File: src/rtl/idex_stage.sv
// ID/EX pipeline register with load-use hazard detection and writeback bypass.
//
// Purpose:
//   Registers the decoded instruction from IF/ID into the EX stage. A load in EX whose
//   destination is read by the instruction in IF/ID raises stall and loads one bubble.
//   A flush (redirect resolved in EX) loads a bubble and overrides the stall. Register-file
//   operands are bypassed from the same-cycle writeback when the specifiers match.
//
// Ports:
//   clk, rst                   clock, asynchronous active-high reset
//   ifid_*                     decoded instruction fields from IF/ID
//   MEMWB_RegWrite/Rd/data     writeback port active in the same cycle
//   flush                      redirect resolved in EX; forces a bubble
//   IDEX_* / ReadingR*_IDEX    registered controls and specifiers
//   nakedA, nakedB             registered operands (after writeback bypass)
//   stall                      combinational; freezes PC and IF/ID
//   bubble_cnt                 bubble counter
//
// Configuration:
//   IDEX_BUBBLE_CNT_EN  when defined, bubble_cnt counts bubbles loaded while IF/ID held a
//                       valid instruction (saturating). Otherwise bubble_cnt is tied to 0.

module idex_stage #(
  parameter int unsigned DATA_W = 16,
  parameter int unsigned REG_W  = 3
) (
  input  logic              clk,
  input  logic              rst,
  input  logic              ifid_valid,
  input  logic [REG_W-1:0]  ifid_Rs,
  input  logic [REG_W-1:0]  ifid_Rt,
  input  logic [REG_W-1:0]  ifid_Rd,
  input  logic              ifid_ReadingRs,
  input  logic              ifid_ReadingRt,
  input  logic              ifid_RegWrite,
  input  logic              ifid_MemRead,
  input  logic              ifid_MemWrite,
  input  logic [DATA_W-1:0] ifid_A,
  input  logic [DATA_W-1:0] ifid_B,
  input  logic [DATA_W-1:0] ifid_Imm,
  input  logic [DATA_W-1:0] ifid_PC,
  input  logic              MEMWB_RegWrite,
  input  logic [REG_W-1:0]  MEMWB_Rd,
  input  logic [DATA_W-1:0] MEMWB_data,
  input  logic              flush,
  output logic              IDEX_valid,
  output logic              IDEX_RegWrite,
  output logic              IDEX_MemRead,
  output logic              IDEX_MemWrite,
  output logic              ReadingRs_IDEX,
  output logic              ReadingRt_IDEX,
  output logic [REG_W-1:0]  IDEX_Rs,
  output logic [REG_W-1:0]  IDEX_Rt,
  output logic [REG_W-1:0]  IDEX_Rd,
  output logic [DATA_W-1:0] nakedA,
  output logic [DATA_W-1:0] nakedB,
  output logic [DATA_W-1:0] IDEX_Imm,
  output logic [DATA_W-1:0] IDEX_PC,
  output logic              stall,
  output logic [15:0]       bubble_cnt
);

  logic              r_valid;
  logic              r_reg_write;
  logic              r_mem_read;
  logic              r_mem_write;
  logic              r_reading_rs;
  logic              r_reading_rt;
  logic [REG_W-1:0]  r_rs;
  logic [REG_W-1:0]  r_rt;
  logic [REG_W-1:0]  r_rd;
  logic [DATA_W-1:0] r_a;
  logic [DATA_W-1:0] r_b;
  logic [DATA_W-1:0] r_imm;
  logic [DATA_W-1:0] r_pc;

  logic              w_load_use;
  logic              w_capture;
  logic              w_bubble;
  logic [DATA_W-1:0] w_a;
  logic [DATA_W-1:0] w_b;

  // A load in EX that writes a register the IF/ID instruction actually reads.
  always_comb begin
    w_load_use = r_valid && r_mem_read && r_reg_write && ifid_valid &&
                 ((ifid_ReadingRs && (ifid_Rs == r_rd)) ||
                  (ifid_ReadingRt && (ifid_Rt == r_rd)));
  end

  // Flush wins: the stalled instruction is on the wrong path anyway.
  assign stall     = w_load_use && !flush;
  assign w_capture = !flush && !w_load_use && ifid_valid;
  assign w_bubble  = !w_capture;

  // Register file is written in the same cycle it is read, so pick up that write here.
  always_comb begin
    w_a = ifid_A;
    w_b = ifid_B;
    if (MEMWB_RegWrite && (MEMWB_Rd == ifid_Rs)) w_a = MEMWB_data;
    if (MEMWB_RegWrite && (MEMWB_Rd == ifid_Rt)) w_b = MEMWB_data;
  end

  always_ff @(posedge clk or posedge rst) begin
    if (rst) begin
      r_valid      <= 1'b0;
      r_reg_write  <= 1'b0;
      r_mem_read   <= 1'b0;
      r_mem_write  <= 1'b0;
      r_reading_rs <= 1'b0;
      r_reading_rt <= 1'b0;
      r_rs         <= '0;
      r_rt         <= '0;
      r_rd         <= '0;
      r_a          <= '0;
      r_b          <= '0;
      r_imm        <= '0;
      r_pc         <= '0;
    end else if (w_capture) begin
      r_valid      <= 1'b1;
      r_reg_write  <= ifid_RegWrite;
      r_mem_read   <= ifid_MemRead;
      r_mem_write  <= ifid_MemWrite;
      r_reading_rs <= ifid_ReadingRs;
      r_reading_rt <= ifid_ReadingRt;
      r_rs         <= ifid_Rs;
      r_rt         <= ifid_Rt;
      r_rd         <= ifid_Rd;
      r_a          <= w_a;
      r_b          <= w_b;
      r_imm        <= ifid_Imm;
      r_pc         <= ifid_PC;
    end else begin
      // Bubble: kill controls only; data fields keep their old contents.
      r_valid      <= 1'b0;
      r_reg_write  <= 1'b0;
      r_mem_read   <= 1'b0;
      r_mem_write  <= 1'b0;
      r_reading_rs <= 1'b0;
      r_reading_rt <= 1'b0;
    end
  end

`ifdef IDEX_BUBBLE_CNT_EN
  logic [15:0] r_bubble_cnt;

  // Counts only bubbles that displaced a real instruction (stall or flush).
  always_ff @(posedge clk or posedge rst) begin
    if (rst) begin
      r_bubble_cnt <= 16'h0000;
    end else if (ifid_valid && w_bubble && (r_bubble_cnt != 16'hFFFF)) begin
      r_bubble_cnt <= r_bubble_cnt + 16'd1;
    end
  end

  assign bubble_cnt = r_bubble_cnt;
`else
  assign bubble_cnt = 16'h0000;
`endif

  assign IDEX_valid     = r_valid;
  assign IDEX_RegWrite  = r_reg_write;
  assign IDEX_MemRead   = r_mem_read;
  assign IDEX_MemWrite  = r_mem_write;
  assign ReadingRs_IDEX = r_reading_rs;
  assign ReadingRt_IDEX = r_reading_rt;
  assign IDEX_Rs        = r_rs;
  assign IDEX_Rt        = r_rt;
  assign IDEX_Rd        = r_rd;
  assign nakedA         = r_a;
  assign nakedB         = r_b;
  assign IDEX_Imm       = r_imm;
  assign IDEX_PC        = r_pc;

endmodule
File: config.mk
export PLATFORM = sky130hd
export DESIGN_NAME = idex_stage
export DESIGN_NICKNAME = d
export VERILOG_FILES = /design/src/rtl/idex_stage.sv
export SDC_FILE = /design/constraint.sdc
export NUM_CORES = 1
export LEC_CHECK = 0
export CAP_MARGIN = 20
export CELL_PAD_IN_SITES_DETAIL_PLACEMENT = 1
export CELL_PAD_IN_SITES_GLOBAL_PLACEMENT = 1
export CORE_MARGIN = 1
export CORE_UTILIZATION = 28
export DETAILED_ROUTE_END_ITERATION = 7
export GPL_TIMING_DRIVEN = 1
export PLACE_DENSITY = 0.81
export SETUP_SLACK_MARGIN = 0.02
export SKIP_CTS_REPAIR_TIMING = 1
export SLEW_MARGIN = 20
export SYNTH_ARGS = -nofsm -noshare
export SYNTH_HDL_FRONTEND = slang
export SYNTH_SLANG_ARGS = --single-unit
File: constraint.sdc
create_clock -name clk -period 2.2 [get_ports clk]
set_input_delay 0.22 -clock clk [delete_from_list [all_inputs] [get_ports clk]]
set_output_delay 0.22 -clock clk [all_outputs]
set_load 0.01 [all_outputs]
== Word level (Yosys, flattened, before mapping) ==
Cells that the tools add are included.

* Multiplexer cells: 8
* Reduce and logical (&&, ||, !) cells: 14
* Equal/unequal tests: 4

{| class="wikitable"
|+ Operators by type and width
! operator !! count
|-
| two-way mux 16 bit || 2
|-
| equality test 3 bit || 4
|-
| logical AND 1 bit || 11
|-
| two-way mux 1 bit || 6
|-
| zero test 1 bit || 2
|-
| logical OR 1 bit || 1
|}

* Bits of input ports: 102
* Output and inout port bits: 96
* Bits in registers: 79

== Longest topological paths before layout ==
Gate-level depths: netlist of the first run.

* Depth in word-level cells: 8
* Gate-level depth with buffers: 7
* Mapped depth without buffers: 5

== Worst setup path after synthesis of the first run ==
OpenSTA, ideal clock, no wires.

* Path type: register to register
* Start point: reg r_rd[0] (netlist: IDEX_Rd[0])
* End point: reg r_pc[4] (netlist: IDEX_PC[4])
* Library setup time: 0.127 ns
* Stages on the path, launching flop included: 8
* Slack: 0.514 ns
* Arrival time: 1.559 ns
* Path through: dfrtp_1 > xnor2_1 > nand4_1 > nand2_1 > a21oi_4 > buf_4 > buf_6 > mux2_1

* Longest elaborated chain between the ends: 7
* Elaborated cells on any way between the ends: 9
* Classes of those cells: eq/ne: 2; reduce/logical: 7

{| class="wikitable"
|+ Ends and longest elaborated chain
! element !! RTL line !! text
|-
| start: declaration || 71 || <nowiki>logic [REG_W-1:0] r_rd;</nowiki>
|-
| start signal: assignment || 127 || <nowiki>r_rd <= ifid_Rd;</nowiki>
|-
| equality test 3 bit (on tied branches) || 86, 87 ||
|-
| logical AND 1 bit (on tied branches) || 86, 87 ||
|-
| logical OR 1 bit (*) || 86 || <nowiki>((ifid_ReadingRs && (ifid_Rs == r_rd)) ||</nowiki>
|-
| logical AND 1 bit (*) || 85 || <nowiki>w_load_use = r_valid && r_mem_read && r_reg_write && ifid_valid &&</nowiki>
|-
| zero test 1 bit (*) || 92 || <nowiki>assign w_capture = !flush && !w_load_use && ifid_valid;</nowiki>
|-
| logical AND 1 bit (*) (2 in a row) || 92 ||
|-
| named net w_capture || 78 || <nowiki>logic w_capture;</nowiki>
|-
| end signal: assignment || 131 || <nowiki>r_pc <= ifid_PC;</nowiki>
|-
| end: declaration || 75 || <nowiki>logic [DATA_W-1:0] r_pc;</nowiki>
|}

Mark *: on every way through the listed nets, which the timed path passes. The rest lies on a longest branch.
A chain may end at the register's enable or synchronous reset.

== Worst setup path after layout of the first run ==
* Start point: reg r_rd[2] (netlist: IDEX_Rd[2])
* End point: reg r_a[14] (netlist: nakedA[14])

* Longest elaborated chain between the ends: 7
* Elaborated cells on any way between the ends: 9
* Classes of those cells: eq/ne: 2; reduce/logical: 7

{| class="wikitable"
|+ Ends and longest elaborated chain
! element !! RTL line !! text
|-
| equality test 3 bit (on tied branches) || 86, 87 ||
|-
| logical AND 1 bit (on tied branches) || 86, 87 ||
|-
| logical OR 1 bit (*) || 86 ||
|-
| logical AND 1 bit (*) || 85 ||
|-
| zero test 1 bit (*) || 92 ||
|-
| logical AND 1 bit (*) (2 in a row) || 92 ||
|-
| end signal: assignment || 128 || <nowiki>r_a <= w_a;</nowiki>
|-
| end: declaration || 72 || <nowiki>logic [DATA_W-1:0] r_a;</nowiki>
|}

Mark *: on every way between the ends. The rest lies on a longest branch, timed or not.

==> out/results.md, run 1 <==
• 0.006751 ns — worst-case clock skew
• 61.56% — Area growth syn-to-layout
• 29.37% — fraction of layout cells with a size suffix above 1
• 0.32 ns — clock latency of the later-clocked register in the worst-skew pair
• 2.41 ns — Required @ worst endpoint
• 41 — cell row count
• 27.24% — met2 Resource Use GR
• 23.94% — Sw Share
• 0 — ant diodes
• 0 — number of maximum-capacitance violations
• 0 — number of antenna violations at the first check in global routing
• 0.7092 — global placer's final weighted congestion
• in -> async — Hold/Removal Path Class
• 0 — Warnings, synthesis
• 79 — Yosys reg bits
• 52.81% — part of the Yosys area used for sequential elements
• 239 — number of cells produced by synthesis
• 2 — Max Buffers Root-to-Sink
• flip-flop — kind of start point of the critical path
• flip-flop — Crit. End Element
• no — unrepaired setup endpoints after global routing
• 0 — Final ANT Viol Nets
• 527 — NumNets Final
• 38.9% — Sequential Power Share
• 2599 — via count
• 1620 sq um — multi-input combinational cell area
• 601 — final std cells w/o fill
• 198 — number of top-level design ports
• 117.6 um — die height
• 15.66 sq um — mean instance size in the synthesized netlist
• 9 — number of buffers created by CTS
• 4.409% — routing usage on met3
• reg -> reg — Crit Path Class
• 19 — Yosys cell types
• sky130_fd_sc_hd__clkbuf_16 — Root Driver
• 0 — Residual DRC
• 16.51 um — WL/cell
• 1.102 mW — net switching power
• 0.5697 GHz — maximum frequency from static timing analysis
• 13840 sq um — Die Footprint
• 586 — post-placement cell count
• 4 — iteration count of the initial detailed-routing pass
• 1.96 ns — Worst EP arrival
• 16.48% — M1 GR Usage
• 0.3597 mV — peak supply drop
• 4.605 mW — post-layout power
• 1978 sq um — flip-flop and latch area
• 9925 um — total wire length
• 0 — final count of negative-setup-slack endpoints
• 0 — Final Hold Vio Count
• 34.1% — clock group share of total power
• 14.95% — overall global routing resource usage
• 761.3 nW/um^2 — total power density per cell area
• 3744 sq um — mapped cell area
• 79.79% — final worst-path cycle share
• 12820 sq um — CORE AREA
• 79 — TritonCTS Sinks
• 2984 — via count of the first global-routing pass
• 15990 um — global-route wire length before repair
• 3 — number of H-tree levels
• 0 — Final Slew Violations
• 3.502 mW — Pint
• 41 — worst-path maximum fanout
• 1.755 ns — Tmin final
• 59 — DRC marker count from the first detailed-route iteration
• 0 — total global routing overflow
• 26.9% — share of power burned in combinational logic
• 0.06 ns — CTS clock-pin slew for the worst setup and hold paths
• 29.19% — initial core utilization
• 1312 — number of filler instances in the final layout
• 117.6 um — DIE WIDTH
• met2 — global route hottest layer
• 4.324 — vias per cell
• 80 — maximum number of pins on one net before global-route repair
• 7440 um — detailed placement HPWL
• 0 ns — setup TNS
• 181 — Port Buffers
• completed — run status
• 2.572 nW — leakage power
• done — clock tree from TritonCTS
[cell type report]
class                      count  area share (%)
clock inverter                 4           1.158
sequential                    79           32.71
timing repair buffer         186           31.65
tap                          172           3.558
multi-input combinational    148           26.79
inverter                       1          0.1241
clock buffer                  11           4.013
[worst max-delay path: stages, from the launching register on]
cell and delay, ns:
sky130_fd_sc_hd__dfrtp_2 0.44, sky130_fd_sc_hd__xnor2_1 0.13, sky130_fd_sc_hd__nand4_1 0.11, sky130_fd_sc_hd__nand2_2 0.09
sky130_fd_sc_hd__a21oi_4 0.19, sky130_fd_sc_hd__buf_12 0.26, sky130_fd_sc_hd__mux2_2 0.37
[metrics by stage]
stage	setup WS [ns]	utilization [%]	hold WS (ns)	instance area, sq um
finish	0.4447	47.16	0.3332	6048
CTS	0.04304	47.11	0.3994	6042
global placement	0.1053	44.67	0.4683	5729
detailed placement	0.09912	44.67	0.4775	5729
floorplan	0.5141	-	0.3486	3804
global route	0.3372	47.16	0.4119	6048
[power by group through the flow]
| stage | registers, mW | clock network [mW] | logic, mW |
|---|---|---|---|
| floorplan | 1.91 | 0 | 0.441 |
| global placement | 1.81 | 0 | 1.23 |
| detailed placement | 1.82 | 0 | 1.25 |
| CTS | 1.80 | 1.62 | 1.26 |
| global route | 1.83 | 1.68 | 1.32 |
| finish | 1.79 | 1.57 | 1.24 |
[worst paths after layout]
| check | from | to | slack, ns | cells past startpoint |
|---|---|---|---|---|
| min | rst | IDEX_Imm[15] | 0.33 | 3 |
| max | IDEX_Rd[2] | nakedA[14] | 0.44 | 6 |
| min reg2reg | IDEX_PC[7] | IDEX_PC[7] | 0.49 | 1 |
| min in group clk | ifid_MemWrite | IDEX_MemWrite | 0.45 | 2 |
| max in group asynchronous | rst | IDEX_Rd[2] | 1.44 | 3 |
| max reg2reg | IDEX_Rd[2] | nakedA[14] | 0.44 | 6 |
[synth_stat cells, drive strengths merged]
cell,instances,area [sq um]
mux2,105,1333
dfrtp,79,1977
buf,26,201.4
xnor2,12,105.1
and2,5,31.28
nand4,4,46.29
nand2,2,7.510
a21oi,1,16.27
and4,1,8.760
conb,1,3.750
inv,1,3.750
nand2b,1,6.260
nor2,1,3.750
[per-layer routing]
layer | wire length [um] | vias to the layer above | part of all wire (%)
met4 | 114 | 0 | 1.1
met3 | 677 | 11 | 6.8
met1 | 3854 | 1312 | 39
met5 | 0 | - | 0
met2 | 5279 | 100 | 53
li1 | - | 1176 | -
[kinds of logic (layout without fill, tap and decap cells)]
| logic type | count (synthesis) | in the layout | share of synthesized area, % |
|---|---|---|---|
| other | 1 | 16 | 0.1002 |
| XOR/XNOR | 12 | 12 | 2.807 |
| multiplexers | 105 | 105 | 35.59 |
| flip-flops | 79 | 79 | 52.81 |
| AO/OA/AOI/OAI | 1 | 1 | 0.4346 |
| buffers and inverters | 27 | 202 | 5.481 |
| AND/OR/NAND/NOR | 14 | 14 | 2.774 |
[cell usage in the layout, fill, tap and decap left out, drive strengths merged]
cell	netlist	layout
bufinv	0	2
buf	26	5
nand4	4	4
dfrtp	79	79
and2	5	5
nor2	1	1
xnor2	12	12
nand2	2	2
mux2	105	105
a21oi	1	1
and4	1	1
dlymetal6s2s	0	1
clkdlybuf4s50	0	180
clkinvlp	0	1
clkinv	0	2
nand2b	1	1
clkbuf	0	11
conb	1	16
[sequential cells by signal, indices dropped and copies added (netlist names)]
register	flops
nakedA	16
IDEX_MemRead	1
IDEX_Rd	3
ReadingRt_IDEX	1
IDEX_Rt	3
IDEX_valid	1
nakedB	16
IDEX_RegWrite	1
ReadingRs_IDEX	1
IDEX_MemWrite	1
IDEX_Rs	3
IDEX_PC	16
IDEX_Imm	16
No activity file was read; power rests on OpenSTA's default activity.
==> run 2, diff against run 1 <==
Settings changed: CORE_UTILIZATION 28 to 31, PLACE_DENSITY 0.81 to 0.85.
Clock period 2.2 ns to 1.7 ns, I/O delays scaled along.
==> run 2 against run 1 <==
  * The run now ends with DRC, setup timing left
  * Register-to-register slack worse by 0.54 ns
  * Cell count down 1.0%
  * Hold slack worse by 0.078 ns
  * Critical path depth up 1
  * First-iteration DRC count up 27%
  * Utilization up 9.0 points
  * Sequential share of layout area down 2.4 points
  * Clock-buffer cell count up 2
  * Wire length up 18%
  * Total power up 36%
  * Via count up 5.1%
  * Critical path type unchanged
  * Largest cell class is now non-clock buffers
==> out/results.md, run 2 (synthesis results as in run 1) <==
• IDEX_Rd[0] — worst setup path startpoint
• IDEX_Imm[5] — Setup crit end
• 32.23% — initial core utilization
• 2.00 ns — Worst EP arrival
• 0.44 ns — highest cell delay on the worst timing path
• 0.007928 ns — worst-case clock skew
• 41 — maximum number of pins on one net before global-route repair
• flip-flop — Crit. End Element
• 1.794 ns — Tmin final
• in -> async — Hold/Removal Path Class
• 9 — number of buffers created by CTS
• 105.5% — final worst-path cycle share
• reg -> reg — Crit Path Class
• 74.10% — Area growth syn-to-layout
• 3 — number of H-tree levels
• 29.5% — share of power burned in combinational logic
• 16390 um — global-route wire length before repair
• 17.13% — overall global routing resource usage
• 0 — number of maximum-capacitance violations
• 0 — total global routing overflow
• 7 — worst-path maximum fanout
• 0.06 ns — CTS clock-pin slew for the worst setup and hold paths
• 595 — final std cells w/o fill
• 566 — post-placement cell count
• -0.09 ns — worst reg-to-reg setup slack
• 549 — NumNets Final
• 0 — Final ANT Viol Nets
• sky130_fd_sc_hd__clkbuf_16 — Root Driver
• sky130_fd_sc_hd__dfrtp_2 — Worst path slowest cell
• 0.2553 ns — Post-Route Hold Slack
• 7 — Worst Reg-to-Reg Cells
• 4.760 mW — Pint
• 0 — ant diodes
• 79 — TritonCTS Sinks
• 0 — number of antenna violations at the first check in global routing
• 1134 — number of filler instances in the final layout
• finished with violations — run status
• IDEX_Rd[0] — startpoint of the worst register-to-register path
• 0.5574 GHz — maximum frequency from static timing analysis
• 3002 — via count of the first global-routing pass
• 0.5617 ns — transition time at the pin with the least slew margin
• 198 — number of top-level design ports
• 6 — iteration count of the initial detailed-routing pass
• 2732 — via count
• 39 — cell row count
• 4.592 — vias per cell
• 111.9 um — die height
• 2 — Max Buffers Root-to-Sink
• 11750 um — total wire length
• 5786 sq um — placed instance area
• 24.14% — Sw Share
• 0.33 ns — clock latency of the later-clocked register in the worst-skew pair
• 2.886 nW — leakage power
• 62.48% — remaining max-slew budget at the tightest pin
• 19.74 um — WL/cell
• 11610 sq um — CORE AREA
• yes — unrepaired setup endpoints after global routing
• 7972 um — detailed placement HPWL
• sky130_fd_sc_hd__clkdlybuf4s50_1 — most common cell after layout, fill and taps aside
• DRC, setup timing — violations in the final reports
• 962.8 nW/um^2 — total power density per cell area
• 33.3% — clock group share of total power
• 0.4196 mV — peak supply drop
• 1789 sq um — multi-input combinational cell area
• -0.3865 ns — pre-CTS setup slack
• 63 — final count of negative-setup-slack endpoints
• 6518 sq um — final non-filler cell area
• 0.6759 — global placer's final weighted congestion
• xnor2_2 -> nand4_1 -> nand2_2 -> a21oi_4 -> buf_12 -> clkbuf_16 -> mux2_4 — critical path, cell by cell
• done — clock tree from TritonCTS
• 1.90 ns — Required @ worst endpoint
• 1.515 mW — net switching power
• 37.2% — Sequential Power Share
• 75 — DRC marker count from the first detailed-route iteration
• -3.774 ns — setup TNS
• IDEX_Imm[5] — endpoint of the most critical register-to-register path
• 1978 sq um — flip-flop and latch area
• -0.09391 ns — least setup slack across all paths after layout
• flip-flop — kind of start point of the critical path
• 16 — Residual DRC
• 181 — Port Buffers
• 34.29% — fraction of layout cells with a size suffix above 1
• 0 — Final Hold Vio Count
• 0 — Final Slew Violations
• 12520 sq um — Die Footprint
• sky130_fd_sc_hd__clkdlybuf4s50_1, sky130_fd_sc_hd__mux2_4, sky130_fd_sc_hd__dfrtp_1 — commonest cells after routing, fill and taps aside
• 111.9 um — DIE WIDTH
==> run 2: how the worst min path moves through the flow <==
stage / to / depth (start not counted) / slack, ns
after floorplan: IDEX_MemRead / 1 / 0.30
after global placement: IDEX_PC[5] / 1 / 0.47
after detailed placement: IDEX_PC[4] / 1 / 0.48
after CTS: IDEX_PC[3] / 2 / 0.26
after global routing: IDEX_PC[3] / 2 / 0.28
final: IDEX_PC[3] / 2 / 0.26
==> run 2: worst max-delay path, delay by kind of cell, from the launching register on <==
kind,cells,cell delay (ns)
XOR/XNOR,1,0.15
AND/OR/NAND/NOR,2,0.18
AO/OA/AOI/OAI,1,0.24
buffers and inverters,2,0.35
flip-flops,1,0.44
multiplexers,1,0.30
==> run 2: power by group through the flow <==
stage	Combinational, mW	Clock (mW)	Sequential, mW
global route	1.96	2.21	2.37
finish	1.85	2.09	2.33
CTS	1.68	2.15	2.33
detailed placement	1.67	0	2.36
global placement	1.63	0	2.33
floorplan	0.572	0	2.47
==> run 2: layer usage <==
layer	GRT usage, %	share of wire, %
met1	20.28	41
met2	29.69	50
met3	5.444	8.9
met4	4.865	0.66
met5	0	0
==> run 2: final cells by class <==
type	instances	area share (%)
Clock inverter	3	0.9983
Sequential cell	79	30.35
Multi-Input combinational cell	148	27.45
Inverter	1	0.1152
Tap cell	143	2.745
Clock buffer	13	3.993
Timing Repair Buffer	208	34.34
==> run 2: metrics by stage <==
stage               total power, mW  utilization (%)
floorplan                     3.043                -
detailed placement            4.027            49.82
finish                        6.275            56.12
CTS                           6.155            52.62
global placement              3.964            49.82
global route                  6.545            56.12
==> run 3, diff against run 2 <==
Settings changed: PLACE_DENSITY 0.85 to unset, PLACE_DENSITY_LB_ADDON set to 0.1.
==> run 3 against run 2 <==
  * The flow still finishes with violations (DRC, setup timing)
  * Cell count down 0.17%
  * Non-clock buffer count decreased by 1
  * Clock power grew 3%
  * Register-to-register slack barely moved
  * Setup slack lost 0.0039 ns
  * Utilization about the same
  * Total power is 0.47% higher
  * First-iteration DRC count down 6.7%
  * Fmax shrank 0.21%
  * Critical path type unchanged
==> out/results.md, run 3 (synthesis results as in run 1) <==
• 11240 um — total wire length
• done — clock tree from TritonCTS
• 6.305 mW — post-layout power
• 1.798 ns — Tmin final
• 17.14% — overall global routing resource usage
• 79 — TritonCTS Sinks
• 0.2972 ns — Post-Route Hold Slack
• 0.4401 mV — peak supply drop
• yes — unrepaired setup endpoints after global routing
• 12520 sq um — Die Footprint
• 33.92% — fraction of layout cells with a size suffix above 1
• flip-flop — Crit. End Element
• 7346 um — detailed placement HPWL
• sky130_fd_sc_hd__clkdlybuf4s50_1 — most common cell after layout, fill and taps aside
• 1132 — number of filler instances in the final layout
• 80 — maximum number of pins on one net before global-route repair
• 0 — Final ANT Viol Nets
• 70 — DRC marker count from the first detailed-route iteration
• 56.08% — final cell utilization of the core
• 2.02 ns — Worst EP arrival
• 0 — ant diodes
• 39 — cell row count
• 198 — number of top-level design ports
• sky130_fd_sc_hd__clkbuf_16 — Root Driver
• 0.5562 GHz — maximum frequency from static timing analysis
• 548 — NumNets Final
• 0.7025 — global placer's final weighted congestion
• 5477 um — met2 wire length
• 111.9 um — die height
• 0.06 ns — CTS clock-pin slew for the worst setup and hold paths
• 2.892 nW — leakage power
• 2902 — via count of the first global-routing pass
• 3 — number of H-tree levels
• DRC, setup timing — violations in the final reports
• 0.34 ns — clock latency of the later-clocked register in the worst-skew pair
• 0.004382 ns — worst-case clock skew
• 0 — total global routing overflow
• 9 — number of buffers created by CTS
• 0 — number of maximum-capacitance violations
• finished with violations — run status
• 72 — final count of negative-setup-slack endpoints
• reg -> reg — Crit Path Class
• 968.1 nW/um^2 — total power density per cell area
• 32.23% — initial core utilization
• 2 — Max Buffers Root-to-Sink
• 0 — number of antenna violations at the first check in global routing
• 987 um — met3 layer wire length in the routed design
• 1.92 ns — Required @ worst endpoint
• 0 — Final Hold Vio Count
• 4.495 — vias per cell
• 6 — iteration count of the initial detailed-routing pass
• 1977 sq um — flip-flop and latch area
• flip-flop — kind of start point of the critical path
• met4 — highest routing layer actually used
• 11610 sq um — CORE AREA
• 18.92 um — WL/cell
• 73.96% — Area growth syn-to-layout
• 15 — Residual DRC
• 1789 sq um — multi-input combinational cell area
• -0.09777 ns — least setup slack across all paths after layout
• 2670 — via count
• 6 — worst-path maximum fanout
• 16130 um — global-route wire length before repair
• sky130_fd_sc_hd__clkdlybuf4s50_1, sky130_fd_sc_hd__mux2_4, sky130_fd_sc_hd__dfrtp_1 — commonest cells after routing, fill and taps aside
• 181 — Port Buffers
• in -> async — Hold/Removal Path Class
• 4608 um — Met1 Wirelength
• 111.9 um — DIE WIDTH
• 0 — Final Slew Violations
• 105.8% — final worst-path cycle share
run 3: changes by cell type in the layout (fill, tap and decap cells not counted), sizes merged:
cell,delta
clkdlybuf4s50,-1
dlymetal6s2s,+1
buf,-1
clkinvlp,+1
inv,+1
clkbuf,-1
clkinv,-1
run 3: area by class of cell:
cell class                 count  area share, %
clock inverter                 4          1.172
timing repair buffer         207          34.20
inverter                       1         0.1153
sequential                    79          30.36
clock buffer                  12          3.939
tap                          143          2.747
multi-input combinational    148          27.47
run 3: metrics by stage:
stage | instances | area, sq um | setup WS, ns | TNS [ns]
2_1_floorplan | 254 | 3807 | 0.04427 | 0
3_3_place_gp | 565 | 5766 | -0.3540 | -24.56
3_5_place_dp | 565 | 5766 | -0.3647 | -25.23
4_1_cts | 581 | 6098 | -0.4797 | -7.691
5_1_grt | 594 | 6513 | -0.1644 | -9.029
6_report | 594 | 6513 | -0.09777 | -4.240
run 3: worst max-delay path, stage by stage, from the launching register on:
cell,delay (ns)
sky130_fd_sc_hd__dfrtp_1,0.43
sky130_fd_sc_hd__xnor2_2,0.16
sky130_fd_sc_hd__nand4_1,0.09
sky130_fd_sc_hd__nand2_2,0.09
sky130_fd_sc_hd__a21oi_4,0.24
sky130_fd_sc_hd__buf_6,0.19
sky130_fd_sc_hd__clkbuf_16,0.17
sky130_fd_sc_hd__mux2_4,0.30
run 3: metal layers:
metal  up-vias  GRT usage (%)
met4         0          7.568
met5         -              0
li1       1217              -
met2       109          27.37
met1      1332          20.53
met3        12          6.532
run 3: path summary, 6_finish.rpt:
check | slack, ns | end | cells past startpoint | start
max | -0.1 | IDEX_Imm[14] | 7 | IDEX_Rd[0]
min | 0.30 | IDEX_Rd[2] | 3 | rst
max reg2reg | -0.1 | IDEX_Imm[14] | 7 | IDEX_Rd[0]
min reg2reg | 0.51 | nakedB[7] | 1 | nakedB[7]
max in group asynchronous | 1.06 | IDEX_PC[13] | 3 | rst
min in group clk | 0.38 | IDEX_MemRead | 2 | ifid_MemRead
run 3: report_power, final:
part	switching, mW	leakage, nW	total [mW]	internal, mW
Clock	0.774	0.159	2.15	1.37
Combinational	0.606	1.80	1.84	1.23
Sequential	0.161	0.937	2.32	2.16
Total	1.54	2.89	6.30	4.76
